File: config.mk
export PLATFORM = sky130hd
export DESIGN_NAME = sr_request_conditioner
export DESIGN_NICKNAME = d
export VERILOG_FILES = /design/src/rtl/sr_request_conditioner.sv
export SDC_FILE = /design/constraint.sdc
export NUM_CORES = 1
export LEC_CHECK = 0
export CAP_MARGIN = 20
export CORE_ASPECT_RATIO = 0.8
export CORE_UTILIZATION = 47
export DETAILED_ROUTE_END_ITERATION = 16
export GPL_ROUTABILITY_DRIVEN = 0
export GPL_TIMING_DRIVEN = 0
export PLACE_DENSITY = 0.7
export RECOVER_POWER = 100
export SYNTH_ARGS = -nofsm -noshare
export SYNTH_HDL_FRONTEND = slang
export SYNTH_SLANG_ARGS = --single-unit
File: constraint.sdc
create_clock -name clk -period 1.4 [get_ports clk]
set_input_delay 0.14 -clock clk [delete_from_list [all_inputs] [get_ports clk]]
set_output_delay 0.14 -clock clk [all_outputs]
set_load 0.01 [all_outputs]
File: src/rtl/sr_request_conditioner.sv
// Conditions raw asynchronous set/clear requests into debounced, mutually exclusive
// S/R pulses for a downstream sr_flipflop, with a fixed conflict policy and counter.
module sr_request_conditioner #(
  parameter int DEBOUNCE_CYCLES = 4,
  parameter int PULSE_CYCLES    = 2,
  parameter int PRIORITY        = 0,
  parameter int CNT_W           = 8
) (
  input  logic             clk,
  input  logic             rst_n,
  input  logic             set_in,
  input  logic             clr_in,
  input  logic             q_fb,
  output logic             S,
  output logic             R,
  output logic             busy,
  output logic             conflict,
  output logic [CNT_W-1:0] conflict_cnt
);

  localparam int DW = (DEBOUNCE_CYCLES > 1) ? $clog2(DEBOUNCE_CYCLES) : 1;
  localparam int PW = (PULSE_CYCLES > 1) ? $clog2(PULSE_CYCLES) : 1;
  localparam logic [DW-1:0] DEB_LAST   = DW'(DEBOUNCE_CYCLES - 1);
  localparam logic [PW-1:0] PULSE_LAST = PW'(PULSE_CYCLES - 1);

  typedef enum logic [1:0] {
    IDLE    = 2'd0,
    PULSE_S = 2'd1,
    PULSE_R = 2'd2,
    GAP     = 2'd3
  } state_e;

  // Channel index 0 carries the set request, index 1 the clear request.
  logic [1:0]       raw_in;
  logic [1:0]       sync1_q, sync1_d;
  logic [1:0]       sync2_q, sync2_d;
  logic [1:0]       deb_q, deb_d;
  logic [1:0]       deb_dly_q, deb_dly_d;
  logic [DW-1:0]    deb_cnt_q [2];
  logic [DW-1:0]    deb_cnt_d [2];
  logic [1:0]       pend_q, pend_d;
  logic [1:0]       req;
  logic [1:0]       kept;
  logic [1:0]       served;
  state_e           state_q, state_d;
  logic [PW-1:0]    pulse_cnt_q, pulse_cnt_d;
  logic             s_q, s_d;
  logic             r_q, r_d;
  logic             busy_q, busy_d;
  logic             conflict_q, conflict_d;
  logic [CNT_W-1:0] conflict_cnt_q, conflict_cnt_d;

  assign raw_in = {clr_in, set_in};

  // Debounce: a level is accepted only after DEBOUNCE_CYCLES consecutive disagreeing samples.
  always_comb begin
    sync1_d   = raw_in;
    sync2_d   = sync1_q;
    deb_dly_d = deb_q;
    deb_d     = deb_q;
    for (int ch = 0; ch < 2; ch++) begin
      deb_cnt_d[ch] = '0;
      if (sync2_q[ch] != deb_q[ch]) begin
        if (deb_cnt_q[ch] == DEB_LAST) begin
          deb_d[ch] = sync2_q[ch];
        end else begin
          deb_cnt_d[ch] = deb_cnt_q[ch] + 1'b1;
        end
      end
    end
  end

  assign req = deb_q & ~deb_dly_q;

  always_comb begin
    conflict_d = req[0] & req[1];
    kept       = req;
    if (conflict_d) begin
      case (PRIORITY)
        0:       kept = 2'b10;
        1:       kept = 2'b01;
        default: kept = 2'b00;
      endcase
    end
    conflict_cnt_d = conflict_cnt_q;
    if (conflict_d && (conflict_cnt_q != {CNT_W{1'b1}})) begin
      conflict_cnt_d = conflict_cnt_q + 1'b1;
    end
  end

  // A pending request is dropped without a pulse when Q already holds the requested value.
  always_comb begin
    state_d     = state_q;
    pulse_cnt_d = '0;
    served      = 2'b00;
    case (state_q)
      IDLE: begin
        if (pend_q[1] && (!pend_q[0] || (PRIORITY != 1))) begin
          served[1] = 1'b1;
          if (q_fb) begin
            state_d = PULSE_R;
          end
        end else if (pend_q[0]) begin
          served[0] = 1'b1;
          if (!q_fb) begin
            state_d = PULSE_S;
          end
        end
      end
      PULSE_S, PULSE_R: begin
        if (pulse_cnt_q == PULSE_LAST) begin
          state_d = GAP;
        end else begin
          pulse_cnt_d = pulse_cnt_q + 1'b1;
        end
      end
      GAP: begin
        state_d = IDLE;
      end
      default: begin
        state_d = IDLE;
      end
    endcase
    pend_d = (pend_q | kept) & ~served;
    s_d    = (state_d == PULSE_S);
    r_d    = (state_d == PULSE_R);
    busy_d = (state_d != IDLE);
  end

  always_ff @(posedge clk or negedge rst_n) begin
    if (!rst_n) begin
      sync1_q        <= '0;
      sync2_q        <= '0;
      deb_q          <= '0;
      deb_dly_q      <= '0;
      for (int ch = 0; ch < 2; ch++) begin
        deb_cnt_q[ch] <= '0;
      end
      pend_q         <= '0;
      state_q        <= IDLE;
      pulse_cnt_q    <= '0;
      s_q            <= 1'b0;
      r_q            <= 1'b0;
      busy_q         <= 1'b0;
      conflict_q     <= 1'b0;
      conflict_cnt_q <= '0;
    end else begin
      sync1_q        <= sync1_d;
      sync2_q        <= sync2_d;
      deb_q          <= deb_d;
      deb_dly_q      <= deb_dly_d;
      for (int ch = 0; ch < 2; ch++) begin
        deb_cnt_q[ch] <= deb_cnt_d[ch];
      end
      pend_q         <= pend_d;
      state_q        <= state_d;
      pulse_cnt_q    <= pulse_cnt_d;
      s_q            <= s_d;
      r_q            <= r_d;
      busy_q         <= busy_d;
      conflict_q     <= conflict_d;
      conflict_cnt_q <= conflict_cnt_d;
    end
  end

  assign S            = s_q;
  assign R            = r_q;
  assign busy         = busy_q;
  assign conflict     = conflict_q;
  assign conflict_cnt = conflict_cnt_q;

endmodule

# Word-level counts from Yosys, hierarchy flattened
# Index checks and enable logic that the tools add are counted.
[op_classes]
eq_ne = 10
mux = 17
addsub = 4
bitwise = 6
n_reduce_logical = 6
[ops]
columns = ["op", "n"]
rows = [
  ["2-bit 2-to-1 mux", 11],
  ["2-bit == test (second input constant)", 5],
  ["8-bit by 1-bit adder with 8-bit output (second input constant)", 1],
  ["8-bit != test (second input constant)", 1],
  ["2-bit case mux with 3 select lines", 1],
  ["1-bit 2-to-1 mux", 5],
  ["2-bit by 1-bit adder with 2-bit output (second input constant)", 2],
  ["2-bit AND", 2],
  ["2-bit by 1-bit == test with 1-bit output (second input constant)", 2],
  ["2-bit inverter", 2],
  ["2-bit AND reduction", 2],
  ["2-bit zero test", 1],
  ["1-bit != test", 2],
  ["2-bit OR", 1],
  ["2-bit nonzero test", 1],
  ["2-bit OR reduction", 1],
  ["1-bit adder (second input constant)", 1],
  ["1-bit AND", 1],
  ["1-bit logical AND", 1],
]
[word_totals]
register_bits = 29

# Logic depth before layout (Yosys ltp)
# Gate-level depths: netlist of the first run.
[logic_depth]
ltp_word = 6
ltp_mapped = 6
mapped_depth_nobuf = 6

# Worst setup path after synthesis of the first run
# OpenSTA, ideal clock, no wires.
[synth_path]
kind = "reg-to-reg"
startpoint = "register deb_dly_q[1]"
endpoint = "register conflict_cnt_q[5], in the netlist conflict_cnt[5]"
synth_period_minus_slack_ns = 1.446
path_slack_ns = -0.046
path_buffers = 0
required_ns = 1.275
arrival_time_ns = 1.321
path_stages_with_launch = 5
cell_sequence = "dfrtp_1 > and4bb_4 > and4_4 > nand3_2 > mux2_4"
[synth_via]
elab_chain_len = 4
[synth_lines]
columns = ["element", "line_no", "rtl"]
rows = [
  ["start, declared", "38", "logic [1:0] deb_dly_q, deb_dly_d;"],
  ["start signal, assigned", "151", "deb_dly_q <= deb_dly_d;"],
  ["2-bit inverter", "73", "assign req = deb_q & ~deb_dly_q;"],
  ["2-bit AND", "73", ""],
  ["1-bit AND", "76", "conflict_d = req[0] & req[1];"],
  ["net conflict_d", "50", "logic conflict_q, conflict_d;"],
  ["1-bit logical AND", "86", "if (conflict_d && (conflict_cnt_q != {CNT_W{1'b1}})) begin"],
  ["end signal, assigned", "162", "conflict_cnt_q <= conflict_cnt_d;"],
  ["end, declared", "51", "logic [CNT_W-1:0] conflict_cnt_q, conflict_cnt_d;"],
]
# The timed path passes the listed nets, and every way through them passes these cells.
# A chain may end at the register's enable or synchronous reset.

# Worst setup path in the final report of the first run
# Ends and elaborated chain as after synthesis.

==> impl_metrics.env, run 1 <==
export IMPL_fmax_ghz=0.669
export IMPL_grt_use_met2=0.271
export IMPL_fin_crit_ps=1490
export IMPL_grt_pass1_wl_mm=3.62
export IMPL_finalPower_mw=2.99
export IMPL_vias_per_cell=5.04
export IMPL_synth_cell_types=30
export IMPL_first_global_vias=798
export IMPL_yosysMostFrequentCell="dfrtp_1"
export IMPL_cp_start_kind="register"
export IMPL_overflow=0
export IMPL_syn_avg_cell_area_um2=12.6
export IMPL_holdBufCountCts=0
export IMPL_cts_buffers=5
export IMPL_cts_sinks=29
export IMPL_violations="negative setup slack"
export IMPL_antenna_found_initial=0
export IMPL_drc=0
export IMPL_slew_headroom=0.574
export IMPL_reg2reg_from="deb_dly_q[1]"
export IMPL_io_buffers=16
export IMPL_pwr_density_cell_nw_per_um2=1870
export IMPL_p_leak_nw=0.780
export IMPL_synth_edf_count=0
export IMPL_synth_top_cell_by_area="dfrtp_1"
export IMPL_worst_slack_ps=-94.5
export IMPL_synth_top_cells_by_count="dfrtp_1, inv_1, ha_1"
export IMPL_async_flop_share=1.00
export IMPL_fill_cells=193
export IMPL_crit_type="reg2reg"
export IMPL_detail_route_wl_per_cell_um=13.1
export IMPL_ys_seq_elements=29
export IMPL_ys_flop_type="dfrtp_1"
export IMPL_row_count=15
export IMPL_rsz0062_at_grt="true"
export IMPL_cp_end_kind="register"
export IMPL_peakVddDrop_v=0.00113
export IMPL_crit_required_ps=1600
export IMPL_cp_max_fo=5
export IMPL_die_height_um=47.2
export IMPL_clockBufferDepth=2
export IMPL_fin_util=0.697
export IMPL_busiest_layer="met2"
export IMPL_clock_latency_ps=320
export IMPL_yosysSeqAreaShare=0.604
export IMPL_use_met1=0.254
export IMPL_status="finished, violations left"
export IMPL_fin_crit_sh=1.07
export IMPL_hold_viol_final=0
export IMPL_clk_pin_slew_ps=100
export IMPL_wirelength_mm=2.12
export IMPL_tns_ps=-154
export IMPL_chipWidth_um=58.5
export IMPL_yosys_top_cells_area="dfrtp_1, ha_1, xnor2_1"
export IMPL_holdWs_ps=202
export IMPL_htree_levels=2
export IMPL_netlist_area_um2=1200
export IMPL_ant_nets=0
export IMPL_pin_count=17
export IMPL_drive_gt1_frac=0.252
export IMPL_slew_viol_final=0
export IMPL_tightest_slew_ps=637
export IMPL_hpwl_mm=1.48
export IMPL_instances_no_fill=161
export IMPL_initial_core_util=0.525
export IMPL_finalSetupViolations=2
export IMPL_synth_top_area_share=0.604
export IMPL_clockRootBuffer="clkbuf_4"
export IMPL_syn_nets=105
export IMPL_design_area_um2=1600
export IMPL_layout_nets=137
export IMPL_clock_skew_final_ps=15.2
export IMPL_place_ws_ps=-120
export IMPL_netlist_instances=95
export IMPL_antenna_cells=0
export IMPL_syn_to_final_growth_pct=32.8
export IMPL_place_area_um2=1430
export IMPL_cts_tree="built"
export IMPL_dpl_cell_count=146
export IMPL_crit_start="deb_dly_q[1]"
export IMPL_grt_max_degree=19
export IMPL_yosysWarnings=0
export IMPL_coreArea_um2=2290
export IMPL_drtIter0Drc=23
export IMPL_cp_data_arrival_time_ps=1700
export IMPL_cap_violations=0
export IMPL_grtUsageTotal=0.193
export IMPL_vias=812
export IMPL_grt_use_met3=0.0744
export IMPL_firstDrtPassIters=4
export IMPL_hold_path_class="in2async"
export IMPL_dieArea_um2=2760
==> routing by layer <==
metal  share of wire  up-vias
met2            0.46       10
li1                -      396
met4           0.022        0
met1            0.48      401
met5               0        -
met3           0.039        5
==> cells by family after synthesis <==
group / share of synthesized area
AOI/OAI and AO/OA: 0.0729
and+or+nand+nor: 0.148
DFF: 0.604
xor gates and xnor gates: 0.0219
buffers and inverters: 0.0344
adders and majority gates: 0.0521
muxes: 0.0667
==> worst max-delay path, cell delays in order (launching register included) <==
cell      delay (ps)
dfrtp_1          390
and4bb_4         350
and4_4           260
nand3_2           80
mux2_4           300
==> path summary, 6_finish.rpt <==
check	to	slack [ps]	depth (start not counted)
max	conflict_cnt[5]	-90	4
min	sync1_q[0]	200	1
max reg2reg	conflict_cnt[5]	-90	4
min reg2reg	sync2_q[0]	360	0
max in group asynchronous	pend_q[0]	680	2
min in group clk	sync2_q[0]	360	0
==> cells in the final DEF (no fill, tap or decap), drive strengths merged <==
cell and instances:
ha 5, inv 6, a41oi 1, dlymetal6s2s 2, buf 9, a31oi 3
o21a 1, clkinv 1, clkdlybuf4s50 6, o211ai 1, and4bb 1, nand2b 3
dlygate4sd2 6, nand2 4, o21ai 5, nor2 4, nand3 4, and2 1
bufinv 1, nor3 2, nor2b 4, bufbuf 1, and4 2, xnor2 3
dfrtp 29, nand4 2, dlygate4sd3 2, mux2 5, a21oi 4, or2b 1
and3 1, mux2i 2, clkbuf 5
==> state kept, by name, summed over array words and instances (netlist names), 2 cells and up <==
register / flops
deb_dly_q: 2
state_q: 2
deb_cnt_q: 4
sync1_q: 2
sync2_q: 2
pend_q: 2
deb_dly_d: 2
conflict_cnt: 8
==> final cells by class <==
| type | instances | area (um2) | area share |
|---|---|---|---|
| sequential | 29 | 728 | 0.456 |
| multi-input combinational | 59 | 465 | 0.292 |
| timing repair buffer | 25 | 245 | 0.154 |
| tap | 34 | 42.5 | 0.0267 |
| clock buffer | 5 | 37.5 | 0.0235 |
| clock inverter | 2 | 35.0 | 0.0220 |
| inverter | 6 | 22.5 | 0.0141 |
| buffer | 1 | 18.8 | 0.0118 |
==> where the power goes <==
| group | switching, mW | internal [mW] |
|---|---|---|
| clock | 0.275 | 0.363 |
| sequential | 0.191 | 1.12 |
| combinational | 0.495 | 0.547 |
| total | 0.961 | 2.03 |
==> what timing repair did <==
action / in CTS / in global routing
endpoints found under the hold margin: 0 / 0
buffers inserted: 6 / 2
pin swaps: 3 / 5
endpoints found under the setup margin: 10 / 9
gates resized for setup: 8 / 10
Note: power is estimated with default switching activity, not from simulation.
==> inputs of run 2 (changes only) <==
--- a/config.mk
+++ b/config.mk
@@ -5,8 +5,9 @@
 export SDC_FILE = /design/constraint.sdc
 export NUM_CORES = 1
 export LEC_CHECK = 0
-export CAP_MARGIN = 20
+export CAP_MARGIN = 10
 export CORE_ASPECT_RATIO = 0.8
+export CORE_MARGIN = 5
 export CORE_UTILIZATION = 47
 export DETAILED_ROUTE_END_ITERATION = 16
 export GPL_ROUTABILITY_DRIVEN = 0
==> impl_metrics.env, run 2 (synthesized netlist as in run 1, its figures left out) <==
export IMPL_overflow=0
export IMPL_cts_buffers=5
export IMPL_holdWs_ps=200
export IMPL_antenna_found_initial=0
export IMPL_multi_input_comb_area_um2=452
export IMPL_place_area_um2=1430
export IMPL_p_leak_nw=0.785
export IMPL_fmax_ghz=0.684
export IMPL_vias_per_cell=5.12
export IMPL_peakVddDrop_v=0.000950
export IMPL_chipWidth_um=66.5
export IMPL_tightest_slew_ps=514
export IMPL_design_area_um2=1640
export IMPL_htree_levels=2
export IMPL_hold_path_class="in2async"
export IMPL_crit_required_ps=1630
export IMPL_cap_violations=0
export IMPL_pwr_density_cell_nw_per_um2=1970
export IMPL_layout_commonest_cell="dfrtp_1"
export IMPL_cp_data_arrival_time_ps=1690
export IMPL_dieArea_um2=3670
export IMPL_die_height_um=55.2
export IMPL_crit_type="reg2reg"
export IMPL_initial_core_util=0.492
export IMPL_finalSetupViolations=3
export IMPL_worst_slack_ps=-62.2
export IMPL_crit_start="deb_dly_q[0]"
export IMPL_clockBufferDepth=2
export IMPL_vias=876
export IMPL_fill_cells=203
export IMPL_status="finished, violations left"
export IMPL_io_buffers=16
export IMPL_largest_reg_flops=8
export IMPL_clock_latency_ps=340
export IMPL_coreArea_um2=2440
export IMPL_hold_viol_final=0
export IMPL_rsz0062_at_grt="true"
export IMPL_slew_headroom=0.657
export IMPL_holdBufCountCts=0
export IMPL_mostFrequentLayoutCells="dfrtp_1, buf_4, clkbuf_4, inv_1, dlygate4sd2_1"
export IMPL_fin_crit_ps=1460
export IMPL_drc=0
export IMPL_cp_max_fo=4
export IMPL_clockRootBuffer="clkbuf_4"
export IMPL_firstDrtPassIters=4
export IMPL_row_count=16
export IMPL_violations="negative setup slack"
export IMPL_clock_skew_final_ps=3.96
export IMPL_cp_start_kind="register"
export IMPL_cp_end_kind="register"
export IMPL_grtUsageTotal=0.146
export IMPL_wirelength_mm=2.45
export IMPL_layout_nets=144
export IMPL_reg2reg_from="deb_dly_q[0]"
export IMPL_first_global_vias=870
export IMPL_grt_pass1_wl_mm=3.97
export IMPL_syn_to_final_growth_pct=36.4
export IMPL_fin_crit_sh=1.04
export IMPL_detail_route_wl_per_cell_um=14.3
export IMPL_antenna_cells=0
export IMPL_tns_ps=-123
export IMPL_drive_gt1_frac=0.259
export IMPL_drtIter0Drc=39
export IMPL_pin_count=17
export IMPL_final_seq_area_um2=727
export IMPL_cts_sinks=29
export IMPL_hpwl_mm=1.49
export IMPL_regToRegSetupSlack_ps=-60
export IMPL_grt_max_degree=19
export IMPL_ant_nets=0
export IMPL_slew_viol_final=0
export IMPL_cts_tree="built"
export IMPL_clk_pin_slew_ps=90
[run 2: changes by cell type in the layout (fill, tap and decap cells not counted), sizes merged, moves of 2 or more]
| cell | delta |
|---|---|
| buf | +4 |
| dlymetal6s2s | -2 |
| clkbuf | +3 |
| clkdlybuf4s25 | +2 |
[run 2: layer usage]
layer	track usage	up-vias	share of wire
met5	0	-	0
met1	0.184	442	0.41
met2	0.208	19	0.51
li1	-	408	-
met4	0.0899	0	0.026
met3	0.0568	7	0.053
[run 2: repair_timing]
action	in CTS	in global routing
pin swaps	4	3
buffers inserted	10	5
gates resized for setup	7	8
hold endpoints to repair	0	0
setup endpoints to repair	10	9
[run 2: worst max-delay path: stages (launching register included)]
cell and delay [ps]:
dfrtp_1 380, and4bb_4 360, and4_4 220, nand3_2 80, mux2_4 310
[run 2: worst paths after layout]
check / end / cells after the start
worst max-delay path: conflict_cnt[5] / 4
worst min-delay path: sync1_q[0] / 1
worst max register to register: conflict_cnt[5] / 4
worst min register to register: sync2_q[0] / 0
max in group asynchronous: conflict_cnt[6] / 2
min in group clk: sync1_q[0] / 1
[run 2: power by group]
part | leakage (nW) | internal (mW) | total [mW] | switching (mW)
sequential | 0.363 | 1.11 | 1.31 | 0.192
clock | 0.0552 | 0.553 | 0.859 | 0.306
combinational | 0.366 | 0.567 | 1.06 | 0.496
total | 0.785 | 2.23 | 3.23 | 0.994
[run 2: area by class of cell]
type	instances	share of cell area
flip-flops and latches	29	0.444
multi-input cells	59	0.276
repair buffers	32	0.165
clock inverters	3	0.0397
well taps	36	0.0275
clock buffers	5	0.0229
inverters	6	0.0138
plain buffers	1	0.0115
[run 2: metrics by stage]
step	total power, mW	instances	setup WS (ps)	util
floorplan	1.90	95	-37.8	-
global placement	2.21	147	-256	0.576
detailed placement	2.28	148	-95.9	0.587
CTS	3.17	166	-67.4	0.658
global route	3.43	171	-105	0.671
finish	3.23	171	-62.2	0.671
==> inputs of run 3 (changes only) <==
--- a/config.mk
+++ b/config.mk
@@ -8,11 +8,11 @@
 export CAP_MARGIN = 10
 export CORE_ASPECT_RATIO = 0.8
 export CORE_MARGIN = 5
-export CORE_UTILIZATION = 47
+export CORE_UTILIZATION = 52
 export DETAILED_ROUTE_END_ITERATION = 16
 export GPL_ROUTABILITY_DRIVEN = 0
 export GPL_TIMING_DRIVEN = 0
-export PLACE_DENSITY = 0.7
+export PLACE_DENSITY = 0.74
 export RECOVER_POWER = 100
 export SYNTH_ARGS = -nofsm -noshare
 export SYNTH_HDL_FRONTEND = slang
==> constraint.sdc (replaced) <==
create_clock -name clk -period 1.36 [get_ports clk]
set_input_delay 0.136 -clock clk [delete_from_list [all_inputs] [get_ports clk]]
set_output_delay 0.136 -clock clk [all_outputs]
set_load 0.01 [all_outputs]
==> impl_metrics.env, run 3 (synthesized netlist as in run 1, its figures left out) <==
export IMPL_violations="negative setup slack"
export IMPL_detail_route_wl_per_cell_um=15.2
export IMPL_tightest_slew_ps=622
export IMPL_p_leak_nw=0.801
export IMPL_fmax_ghz=0.675
export IMPL_ant_nets=0
export IMPL_antenna_found_initial=0
export IMPL_cp_data_arrival_time_ps=1690
export IMPL_largest_reg_flops=8
export IMPL_crit_required_ps=1570
export IMPL_peakVddDrop_v=0.00155
export IMPL_pin_count=17
export IMPL_vias_per_cell=5.55
export IMPL_hpwl_mm=1.35
export IMPL_antenna_cells=0
export IMPL_hold_viol_final=0
export IMPL_crit_type="reg2reg"
export IMPL_clk_pin_slew_ps=90
export IMPL_worst_slack_ps=-121
export IMPL_clockBufferDepth=2
export IMPL_chipWidth_um=63.7
export IMPL_clock_latency_ps=330
export IMPL_firstDrtPassIters=4
export IMPL_drive_gt1_frac=0.338
export IMPL_grt_pass1_wl_mm=3.87
export IMPL_overflow=0
export IMPL_first_global_vias=865
export IMPL_coreArea_um2=2180
export IMPL_fin_crit_ps=1480
export IMPL_pwr_density_cell_nw_per_um2=1890
export IMPL_place_ws_ps=-388
export IMPL_mostFrequentLayoutCells="dfrtp_1, buf_4, dlygate4sd2_1, clkbuf_4"
export IMPL_cts_sinks=29
export IMPL_hold_path_class="in2async"
export IMPL_drtIter0Drc=48
export IMPL_die_height_um=53.0
export IMPL_io_buffers=16
export IMPL_place_area_um2=1390
export IMPL_cpPeakStageDelay_ps=380
export IMPL_layout_commonest_cell="dfrtp_1"
export IMPL_cap_violations=0
export IMPL_cts_tree="built"
export IMPL_wirelength_mm=2.40
export IMPL_row_count=15
export IMPL_grtUsageTotal=0.155
export IMPL_clock_skew_final_ps=14.1
export IMPL_slew_headroom=0.585
export IMPL_vias=877
export IMPL_syn_to_final_growth_pct=35.4
export IMPL_cp_start_kind="register"
export IMPL_fin_util=0.747
export IMPL_grt_max_degree=30
export IMPL_fin_crit_sh=1.09
export IMPL_design_area_um2=1630
export IMPL_layout_nets=143
export IMPL_slowest_stage="dfrtp_1"
export IMPL_drc=0
export IMPL_rsz0062_at_grt="true"
export IMPL_status="finished, violations left"
export IMPL_dieArea_um2=3380
export IMPL_cts_buffers=5
export IMPL_critical_path_cell_chain="and4bb_4 > and4_4 > nand3_2 > mux2_4"
export IMPL_cp_max_fo=4
export IMPL_finalSetupViolations=5
export IMPL_clockRootBuffer="clkbuf_4"
export IMPL_slew_viol_final=0
export IMPL_htree_levels=2
export IMPL_initial_core_util=0.552
export IMPL_cp_end_kind="register"
## run 3: area by class of cell
type / instances / area [um2]
multi-input combinational: 59 / 492
buffer: 1 / 18.8
tap: 25 / 31.3
inverter: 6 / 22.5
sequential: 29 / 729
fill: 147 / 551
timing repair buffer: 31 / 278
clock buffer: 7 / 55.1
## run 3: final timing paths
path	from	end	slack, ps	cells past startpoint
worst max-delay path	deb_dly_q[0]	conflict_cnt[5]	-120	4
worst min-delay path	rst_n	deb_cnt_q[3]	360	2
worst max register to register	deb_dly_q[0]	conflict_cnt[5]	-120	4
worst min register to register	sync1_q[1]	sync2_q[1]	360	0
max in group asynchronous	rst_n	conflict_cnt[5]	550	2
min in group clk	sync1_q[1]	sync2_q[1]	360	0
## run 3: metal layers
layer | GRT usage | part of all wire
met5 | 0 | 0
met4 | 0.0623 | 0.019
met3 | 0.0701 | 0.046
met2 | 0.238 | 0.49
met1 | 0.191 | 0.44
## run 3: repair_timing
action                                  in CTS  in global routing
setup buffers                                7                  7
endpoints found under the hold margin        0                 29
hold buffers                                 0                  1
endpoints found under the setup margin      13                 13
pin swaps                                    3                  8
resized for setup                            9                 24
## run 3: report_power, final
group	switching [mW]	internal [mW]
sequential	0.196	1.15
combinational	0.559	0.646
clock	0.284	0.244
## run 3: through the flow
stage | power [mW] | TNS, ps | hold slack (ps) | cells
4_1_cts | 2.85 | -301 | 216 | 150
5_1_grt | 3.35 | -556 | 354 | 158
6_report | 3.08 | -303 | 358 | 158
2_1_floorplan | 1.95 | -97.4 | -160 | 95
3_3_place_gp | 2.27 | -8230 | 334 | 136
3_5_place_dp | 2.32 | -8760 | 347 | 136
## run 3: critical path: cells and delay by family (launching register included)
family	cells	cell delay [ps]
AND/OR/NAND/NOR	3	700
flip-flops	1	380
multiplexers	1	290
==> patch (settings of run 1) <==
`CNT_W`: 8 -> 10.
--- a/src/rtl/sr_request_conditioner.sv
+++ b/src/rtl/sr_request_conditioner.sv
@@ -4,7 +4,7 @@
   parameter int DEBOUNCE_CYCLES = 4,
   parameter int PULSE_CYCLES    = 2,
   parameter int PRIORITY        = 0,
-  parameter int CNT_W           = 8
+  parameter int CNT_W           = 10
 ) (
   input  logic             clk,
   input  logic             rst_n,
Ports: changed (resized conflict_cnt); port bits go from 17 to 19. The function was not compared with the original's and may differ.
==> patch against run 1 <==
- via count increased by 28%
- worst hold slack improved by 0.0098 ns
- routed wire length increased by 32%
- highest routed layer unchanged
- critical endpoint is now conflict_cnt[9]
- final area increased by 20%
- synthesized area increased by 11%
- the run still ends with negative setup slack left
- non-clock buffer count increased by 18
- setup slack got worse by 0.18 ns
- critical path type unchanged
- sequential cell count increased by 2
- power increased by 18%
==> patch: results (changes against run 1) <==
* Outcome: finished with violations
* Failing checks: negative setup slack
* Post-route setup slack at -0.274 ns (-0.179 ns)
* Cell Int Power at 2350 µW (+16%)
* Starting DRT DRC Count at 24 (+4.3%)
* Max stage delay on crit path at 0.56 ns (+0.17 ns)
* Synth Net Count at 123 (+17%)
* Post-synthesis cell type count at 32 (+6.7%)
* Synth Area in Compound Gates at 9.07% (+1.8 points)
* LEAKAGE at 0.000898 µW (+15%)
* Nets at 172 (+26%)
* Max IR drop VDD at 1.21 mV (+7.3%)
* Xor-xnor portion of the synthesized cell area at 3.27% (+1.1 points)
* Headroom to the max-slew limit at 67.6% (+10 points)
* Filler Cell Count at 172 (-11%)
* Sequential share of the synthesized area at 58.0% (-2.4 points)
* Routed wire length at 2790 µm (+32%)
* Largest net degree at the start of global routing at 21 (+2)
* Final Setup Violations at 12 (+10)
* Worst Skew at 0.00740 ns (-0.00778 ns)
* Worst path slowest cell: or4_4
* First-pass GRT wire length at 4820 µm (+33%)
* Layout cell share with drive strength beyond 1 at 36.2% (+11 points)
* DP Worst Slack at -0.330 ns (-0.211 ns)
* GRT Util Overall at 22.7% (+3.3 points)
* Cell Area, Placed at 1630 µm² (+14%)
* IO buf count at 18 (+2)
* Vias in the first global route at 1063 (+33%)
[patch: path summary, 6_finish.rpt]
| path | end | slack, ns | cells after the start |
|---|---|---|---|
| worst max-delay path | conflict_cnt[9] | -0.27 | 4 |
| worst min-delay path | pend_q[0] | 0.21 | 1 |
| worst max register to register | conflict_cnt[9] | -0.27 | 4 |
| worst min register to register | sync2_q[0] | 0.36 | 0 |
| max in group asynchronous | conflict_cnt[1] | 0.33 | 2 |
| min in group clk | sync2_q[0] | 0.36 | 0 |
[patch: metrics by stage]
stage | power, µW | std cells | util [%] | setup TNS (ns) | hold WS [ns]
after global placement | 2440 | 167 | 62.7 | -12.07 | 0.333
after CTS | 3390 | 194 | 73.3 | -0.653 | 0.185
after global routing | 3800 | 199 | 75.0 | -1.65 | 0.256
after floorplan | 2110 | 113 | - | -0.479 | -0.156
final | 3540 | 199 | 75.0 | -0.756 | 0.211
after detailed placement | 2520 | 168 | 63.8 | -1.46 | 0.338
[patch: logic make-up (layout without fill, tap and decap cells)]
kind of cell,count (synthesis),count (layout)
XOR/XNOR,5,5
multiplexers,9,9
AO/OA/AOI/OAI,20,20
flip-flops,31,31
AND/OR/NAND/NOR,35,35
adder cells (fa/ha/maj),5,5
buffers and inverters,8,58
[patch: what timing repair did]
action,4_1_cts,5_1_grt
resized for setup,21,11
gates cloned,0,0
pin swaps,2,5
setup endpoints to repair,19,10
buffers inserted,19,5
[patch: worst reg2reg max path: stages, from the launching register on]
cell and delay, ns:
dfrtp_1 0.38, nand4bb_4 0.24, or4_4 0.56, nor2_4 0.10, mux2_4 0.29
[patch: layout make-up]
| cell class | instances | area [µm²] | area share [%] |
|---|---|---|---|
| Inverter | 6 | 30.0 | 1.56 |
| Multi-Input combinational cell | 74 | 627 | 32.6 |
| Buffer | 1 | 13.8 | 0.716 |
| Sequential cell | 31 | 781 | 40.6 |
| Timing Repair Buffer | 43 | 357 | 18.6 |
| Tap cell | 36 | 45.0 | 2.34 |
| Clock buffer | 8 | 68.8 | 3.58 |
[patch: routing by layer]
metal | vias to the layer above | track usage (%) | part of all wire, %
li1 | 499 | - | -
met1 | 513 | 26.6 | 44
met2 | 22 | 35.5 | 49
met3 | 6 | 10.2 | 5.0
met4 | 0 | 9.26 | 1.7
met5 | - | 0 | 0
[patch: power by group through the flow]
stage / logic [µW] / clock network (µW) / registers, µW
2_1_floorplan: 705 / 0 / 1400
6_report: 1580 / 574 / 1390
3_5_place_dp: 1110 / 0 / 1410
5_1_grt: 1740 / 632 / 1430
4_1_cts: 1400 / 606 / 1380
3_3_place_gp: 1060 / 0 / 1390
